==> config.mk <==
export PLATFORM = sky130hd
export DESIGN_NAME = alu_arbiter
export DESIGN_NICKNAME = d
export VERILOG_FILES = /design/src/rtl/alu_arbiter.sv
export SDC_FILE = /design/constraint.sdc
export NUM_CORES = 1
export LEC_CHECK = 0
export CORE_MARGIN = 4
export CORE_UTILIZATION = 30
export CTS_CLUSTER_DIAMETER = 50
export DETAILED_ROUTE_END_ITERATION = 12
export SYNTH_ARGS = -nofsm -noshare
export SYNTH_HDL_FRONTEND = slang
export SYNTH_SLANG_ARGS = --single-unit
export TNS_END_PERCENT = 20
==> constraint.sdc <==
create_clock -name clk -period 10.24 [get_ports clk]
set_clock_uncertainty 0.2 [all_clocks]
set_input_delay 1.536 -clock clk [delete_from_list [all_inputs] [get_ports clk]]
set_output_delay 1.536 -clock clk [all_outputs]
set_load 0.01 [all_outputs]
==> src/rtl/alu_arbiter.sv <==
// alu_arbiter: round-robin shares one 32-bit ALU between two valid/ready requesters, with a tagged registered response
// Ports:
//   clk, rst                   clock, synchronous active-high reset
//   reqN_valid / reqN_ready    request handshake for requester N (0 or 1)
//   reqN_rs, reqN_rt           operands
//   reqN_ctrl, reqN_shamt      ALU control code and shift amount
//   resp_valid / resp_ready    response handshake
//   resp_id                    requester that owns the response
//   resp_result                registered ALU result
//   resp_overflow              registered signed overflow (add/sub), only when ALU_ARB_OVF_EN is defined
//   busy                       high whenever not IDLE
// Build option: define ALU_ARB_OVF_EN to keep the overflow register; otherwise resp_overflow is tied to 0.
module alu_arbiter #(
    parameter int DATA_W = 32
) (
    input  logic              clk,
    input  logic              rst,
    input  logic              req0_valid,
    output logic              req0_ready,
    input  logic [DATA_W-1:0] req0_rs,
    input  logic [DATA_W-1:0] req0_rt,
    input  logic [4:0]        req0_ctrl,
    input  logic [4:0]        req0_shamt,
    input  logic              req1_valid,
    output logic              req1_ready,
    input  logic [DATA_W-1:0] req1_rs,
    input  logic [DATA_W-1:0] req1_rt,
    input  logic [4:0]        req1_ctrl,
    input  logic [4:0]        req1_shamt,
    output logic              resp_valid,
    input  logic              resp_ready,
    output logic              resp_id,
    output logic [DATA_W-1:0] resp_result,
    output logic              resp_overflow,
    output logic              busy
);
    typedef enum logic [1:0] {IDLE, EXEC, RESP} state_t;
    state_t state, state_nx;
    logic last, idle, hs0, hs1;
    logic [DATA_W-1:0] op_rs, op_rt, alu_out, sum, diff;
    logic [4:0] op_ctrl, op_shamt;
    assign idle = state == IDLE;
    // a requester is held off only when the other one is valid and was not served last
    assign req0_ready = idle && !(req1_valid && !last);
    assign req1_ready = idle && !(req0_valid && last);
    assign hs0 = req0_valid && req0_ready;
    assign hs1 = req1_valid && req1_ready;
    assign busy = !idle;
    assign resp_valid = state == RESP;
    assign sum = op_rs + op_rt;
    assign diff = op_rs - op_rt;
    always_comb begin
        state_nx = idle ? ((hs0 || hs1) ? EXEC : IDLE) : (state == EXEC) ? RESP : (resp_ready ? IDLE : RESP);
    end
    always_comb begin
        alu_out = '0;
        case (op_ctrl)
            5'b00000: alu_out = op_rt << op_shamt;
            5'b00001: alu_out = op_rt >> op_shamt;
            5'b00010: alu_out = $signed(op_rt) >>> op_shamt;
            5'b00011: alu_out = op_rt << op_rs[4:0];
            5'b00100: alu_out = op_rt >> op_rs[4:0];
            5'b00101: alu_out = $signed(op_rt) >>> op_rs[4:0];
            5'b00110, 5'b00111: alu_out = sum;
            5'b01000, 5'b01001: alu_out = diff;
            5'b01010: alu_out = op_rs & op_rt;
            5'b01011: alu_out = op_rs | op_rt;
            5'b01100: alu_out = op_rs ^ op_rt;
            5'b01101: alu_out = ~(op_rs | op_rt);
            5'b01110: alu_out = {{(DATA_W-1){1'b0}}, $signed(op_rs) < $signed(op_rt)};
            5'b01111: alu_out = {{(DATA_W-1){1'b0}}, op_rs < op_rt};
            5'b10000: alu_out = op_rt << 16;
            default:  alu_out = '0;
        endcase
    end
    always_ff @(posedge clk) begin
        if (rst) begin
            state       <= IDLE;
            last        <= 1'b1;
            resp_id     <= 1'b0;
            resp_result <= '0;
            op_rs       <= '0;
            op_rt       <= '0;
            op_ctrl     <= '0;
            op_shamt    <= '0;
        end else begin
            state <= state_nx;
            if (hs0 || hs1) begin
                last     <= hs1;
                resp_id  <= hs1;
                op_rs    <= hs1 ? req1_rs : req0_rs;
                op_rt    <= hs1 ? req1_rt : req0_rt;
                op_ctrl  <= hs1 ? req1_ctrl : req0_ctrl;
                op_shamt <= hs1 ? req1_shamt : req0_shamt;
            end
            if (state == EXEC)
                resp_result <= alu_out;
        end
    end
`ifdef ALU_ARB_OVF_EN
    logic alu_ovf, ovf_q;
    assign alu_ovf = (op_ctrl == 5'b00110) ? (op_rs[DATA_W-1] == op_rt[DATA_W-1] && sum[DATA_W-1] != op_rs[DATA_W-1]) :
                     (op_ctrl == 5'b01000) ? (op_rs[DATA_W-1] != op_rt[DATA_W-1] && diff[DATA_W-1] != op_rs[DATA_W-1]) : 1'b0;
    always_ff @(posedge clk) begin
        if (rst)
            ovf_q <= 1'b0;
        else if (state == EXEC)
            ovf_q <= alu_ovf;
    end
    assign resp_overflow = ovf_q;
`else
    assign resp_overflow = 1'b0;
`endif
endmodule
==> results by stage <==
Run status:
- The run finished with clean final reports.

STA:
- Setup total negative slack on the finished layout was measured at 0 ps.
- Headroom to the max-slew limit came out at 3.81%.
- The fmax is 200 MHz.
- The worst path meets setup with about 5200 ps of slack.
- The measured slew at the worst slew-check pin is 1420 ps.
- Hold timing on the final database bottoms out at a slack of 261 ps.
- The clock period minus worst slack is 5010 ps.
- The final count of hold timing violations is 0.
- The post-route clock period utilization is approximately half.
- The final setup violation count is 0.
- Setup repair after global routing left no endpoint under its margin.
- The final count of pins violating max slew is 0.

Power and ir drop:
- The largest vdd supply drop is about 0.090 mV.
- The net switching share of the total power is 53.7%.
- The power share of the combinational group is roughly 67%.
- The internal power consumption is 1.33 mW.
- The clock network is responsible for 13.2% of the overall power.
- The share of power burned in registers is 19.8%.
- The power spent charging and discharging nets is 1.54 mW.
- The power density relative to cell area is 156 nW/um^2.
- The leakage power is 7.35 nW.
- The design draws between 2 and 3 mW.

Clock tree:
- The TritonCTS clock tree is done.
- The number of buffers inserted by post-CTS setup repair is 0.
- Gates resized during post-CTS repair numbered 0.
- The number of sinks driven by the clock tree is 110.
- The clock-pin slew on the worst setup and hold paths is 80 ps.
- The tree is rooted in a clkbuf_16.
- Hold repair after CTS inserted 0 buffers.
- The H-tree depth reported by CTS is 3.
- The latest clock arrival within the worst-skew pair is 410 ps.
- TritonCTS created 9 clock buffers.
- The number of buffers on the longest clock path is 2.

Die:
- The core outline area is 51500 sq um.
- The initial core utilization is between 30% and 40%.
- 191 I/O pins were placed.
- The die footprint is 56000 sq um.
- Row generation in the floorplan step produced 83 rows.
- The die is about 240 um wide.
- The vertical die dimension is about 240 um.

Finish:
- Relative to the synthesized area, the layout overhead comes to 17.4%.
- The final core utilization is 35.7%.
- The number of standard cells in the final layout excluding fillers is 2848.
- The share of post-route cells with drive strength above 1 is under 10%.
- The fill cell total of the finished layout is around 5400.
- Summing all non-filler instances in the final layout gives an area of 18400 sq um.
- In the final design database the tool counted 2421 nets.

Min path:
- The worst hold path terminates at resp_id$_SDFFE_PP0P_.
- The worst min-delay path category is reg2reg.
- The start point of the worst hold path is resp_id$_SDFFE_PP0P_.
- The worst hold path passes through 2 cells.

Yosys:
- Yosys printed 0 warnings.
- In the synthesized netlist, the number of instances is 2094.
- The share of synthesized area occupied by flip-flops and latches is 14.0%.
- The dominant register cell in the synthesized netlist is dfxtp_1.
- The simple-gate share of the synthesized area is 18.4%.
- By area, the combinational part of the netlist is dominated by compound AO/OA/AOI/OAI gates.
- The synthesized design contains 110 register bits.
- The synthesized netlist net count is 2353.
- Of all cell types, the one taking the most synthesized area is dfxtp_1.
- By count the netlist is led by nand2_1, nor2_1, mux2i_1.
- Sorting the synthesized cells by area gives the leading types as dfxtp_1, mux2i_1, ha_1.
- Of the total synthesized cell area, the portion taken by XOR and XNOR cells is around 1.1%.
- The portion of synthesized cell area occupied by the leading cell type is 14.0%.
- The area fraction in compound gates after synthesis is 31.0%.
- The synthesized netlist occupies a cell area of 15700 sq um.
- nand2_1 is the most common cell in the netlist.
- The netlist uses 86 different library cells.
- Counting flops with an async set or reset pin after synthesis yields a share of 0%.
- The number of enable flip-flop cells after synthesis is 0.
- The mux cell area share after synthesis is 19.1%.
- Summing the areas of all fa, ha and maj instances in the mapped netlist gives 8.56% of the synthesized area.
- Dividing the synthesized area by the synthesized cell count gives 7.49 sq um.

Setup path:
- The worst setup path is launched from a flip-flop.
- The arrival time at the worst endpoint is 5040 ps.
- The critical path's largest stage delay is between 900 and 1000 ps.
- The slowest stage of the critical path is the a2111oi_0 cell.
- The critical path goes through or3b_1, o21ai_2, and2_1, buf_4, mux4_2, mux2i_1, o21ai_0, a2111oi_0, a221oi_1.
- Along the worst path, the maximum fanout reaches 20.
- The startpoint of the most critical register-to-register path is op_ctrl[2]$_SDFFE_PP0P_.
- The depth of the worst register-to-register path is 9.
- In this run the critical register-to-register path is captured at resp_result[6]$_SDFFE_PP0P_.
- The worst setup path is captured at a flip-flop.
- The type of the worst setup path is reg2reg.
- Data on the critical path is required at its endpoint by 10270 ps.
- In this run the register-to-register setup slack is around 5200 ps.

Global route:
- The initial antenna violation count was 1.
- The first global-routing pass estimated 122000 um of wire.
- The number of global-route vias before repair is approximately 18000.
- Entering global routing, the biggest net connects 89 pins.
- Summed over all layers, the global routing overflow is 0.
- The global routing usage summed across all routing layers is between 20% and 30%.

Detailed routing:
- In this run the remaining antenna-violating nets after routing total 0.
- For this block, the initial DRC count from the detailed router was 2885.
- The total number of vias is 18600.
- The first detailed-routing pass took 6 iterations.
- The number of remaining DRC errors is 0.
- In the routed layout, each cell is associated on average with a via count of approximately 6.5.
- Dividing the detail-routed wire length by the instance count gives 29.8 um.
- The total length of routed wires is about 85000 um.

Place:
- The count of buffers added on input and output ports is 189.
- Timing analysis after detailed placement gives a worst setup slack of 5310 ps.
- The area after detailed placement is around 18000 sq um.
- In this run, placement finished with an instance count of ~2800.
- Once detailed placement completed, the half-perimeter wirelength came to 64200 um.
- The final RePlAce weighted congestion is 1.13.

Flow run:
- Max-cap violations in this run came to 0.
## sequential cells by signal, indices dropped and copies added, names as in the netlist
| signal | flops |
|---|---|
| resp_id | 1 |
| state | 2 |
| op_rt | 32 |
| op_rs | 32 |
| last | 1 |
| op_shamt | 5 |
| resp_result | 32 |
| op_ctrl | 5 |
## layout make-up
cell class / count / area, sq um / share of cell area [%]
multi-input cells: 1692 / 12300 / 66.9
clock inverters: 4 / 47.5 / 0.258
diodes: 1 / 2.50 / 0.0136
repair buffers: 257 / 2400 / 13.0
inverters: 92 / 345 / 1.88
clock buffers: 12 / 236 / 1.29
flip-flops and latches: 110 / 2200 / 12.0
well taps: 680 / 851 / 4.62
## power by group through the flow
stage          Combinational [mW]  Sequential (mW)  Clock (mW)
2_1_floorplan                1.19            0.534           0
3_3_place_gp                 1.84            0.570           0
3_5_place_dp                 1.83            0.573           0
4_1_cts                      1.84            0.562       0.391
5_1_grt                      1.99            0.572       0.406
6_report                     1.92            0.566       0.379
## routing by layer
metal | share of wire [%] | routed length, um | global-route usage [%] | up-vias
li1 | - | - | - | 8033
met4 | 6.4 | 5470 | 14.6 | 0
met5 | 0 | 0 | 0 | -
met3 | 12 | 10100 | 8.42 | 322
met2 | 42 | 35800 | 43.7 | 1404
met1 | 39 | 33600 | 37.6 | 8814
## cell usage in the layout (no fill, tap or decap), types with 12 or more instances in the layout
master           count
buf_4               69
o21a_1              15
mux4_2              53
a31oi_1             29
a21oi_1            129
o2111ai_1           13
nand3_1             61
nor3_1              34
nor2b_1             17
a22o_1              12
nor4_1              16
o21ai_0             98
nor2_1             197
nand2b_1            19
a21o_1              19
clkdlybuf4s50_1    188
a211oi_1           132
xnor2_1             13
o221ai_1            17
o211ai_1            14
mux2i_1            172
a22oi_1             29
a221oi_1            48
nand4_1             12
o22ai_1             25
dfxtp_1            110
o31ai_1             19
ha_1               104
inv_1               91
o21bai_1            12
a311oi_1            16
nand2_1            212
## how the worst max path moves through the flow
stage                            startpoint                           to  slack (ps)
finish              op_ctrl[2]$_SDFFE_PP0P_  resp_result[6]$_SDFFE_PP0P_        5230
global route        op_ctrl[2]$_SDFFE_PP0P_  resp_result[6]$_SDFFE_PP0P_        5020
CTS                 op_ctrl[2]$_SDFFE_PP0P_  resp_result[6]$_SDFFE_PP0P_        5300
detailed placement  op_ctrl[2]$_SDFFE_PP0P_  resp_result[6]$_SDFFE_PP0P_        5310
global placement    op_ctrl[2]$_SDFFE_PP0P_  resp_result[6]$_SDFFE_PP0P_        5370
floorplan                        req0_valid                   req1_ready        6720
## cells by family after synthesis
family                   Yosys count
multiplexers                     232
buffers and inverters            292
XOR/XNOR                          19
flip-flops                       110
other                              1
adder cells (fa/ha/maj)          106
AO/OA/AOI/OAI                    700
AND/OR/NAND/NOR                  634
## worst max-delay path: cells and delay by family, from the launching register on
| family | cells | cell delay (ps) |
|---|---|---|
| buf+inv | 1 | 380 |
| mux | 2 | 940 |
| simple gates | 2 | 1080 |
| compound gates | 4 | 1520 |
| flops | 1 | 720 |
No activity file was read; power rests on OpenSTA's default activity.
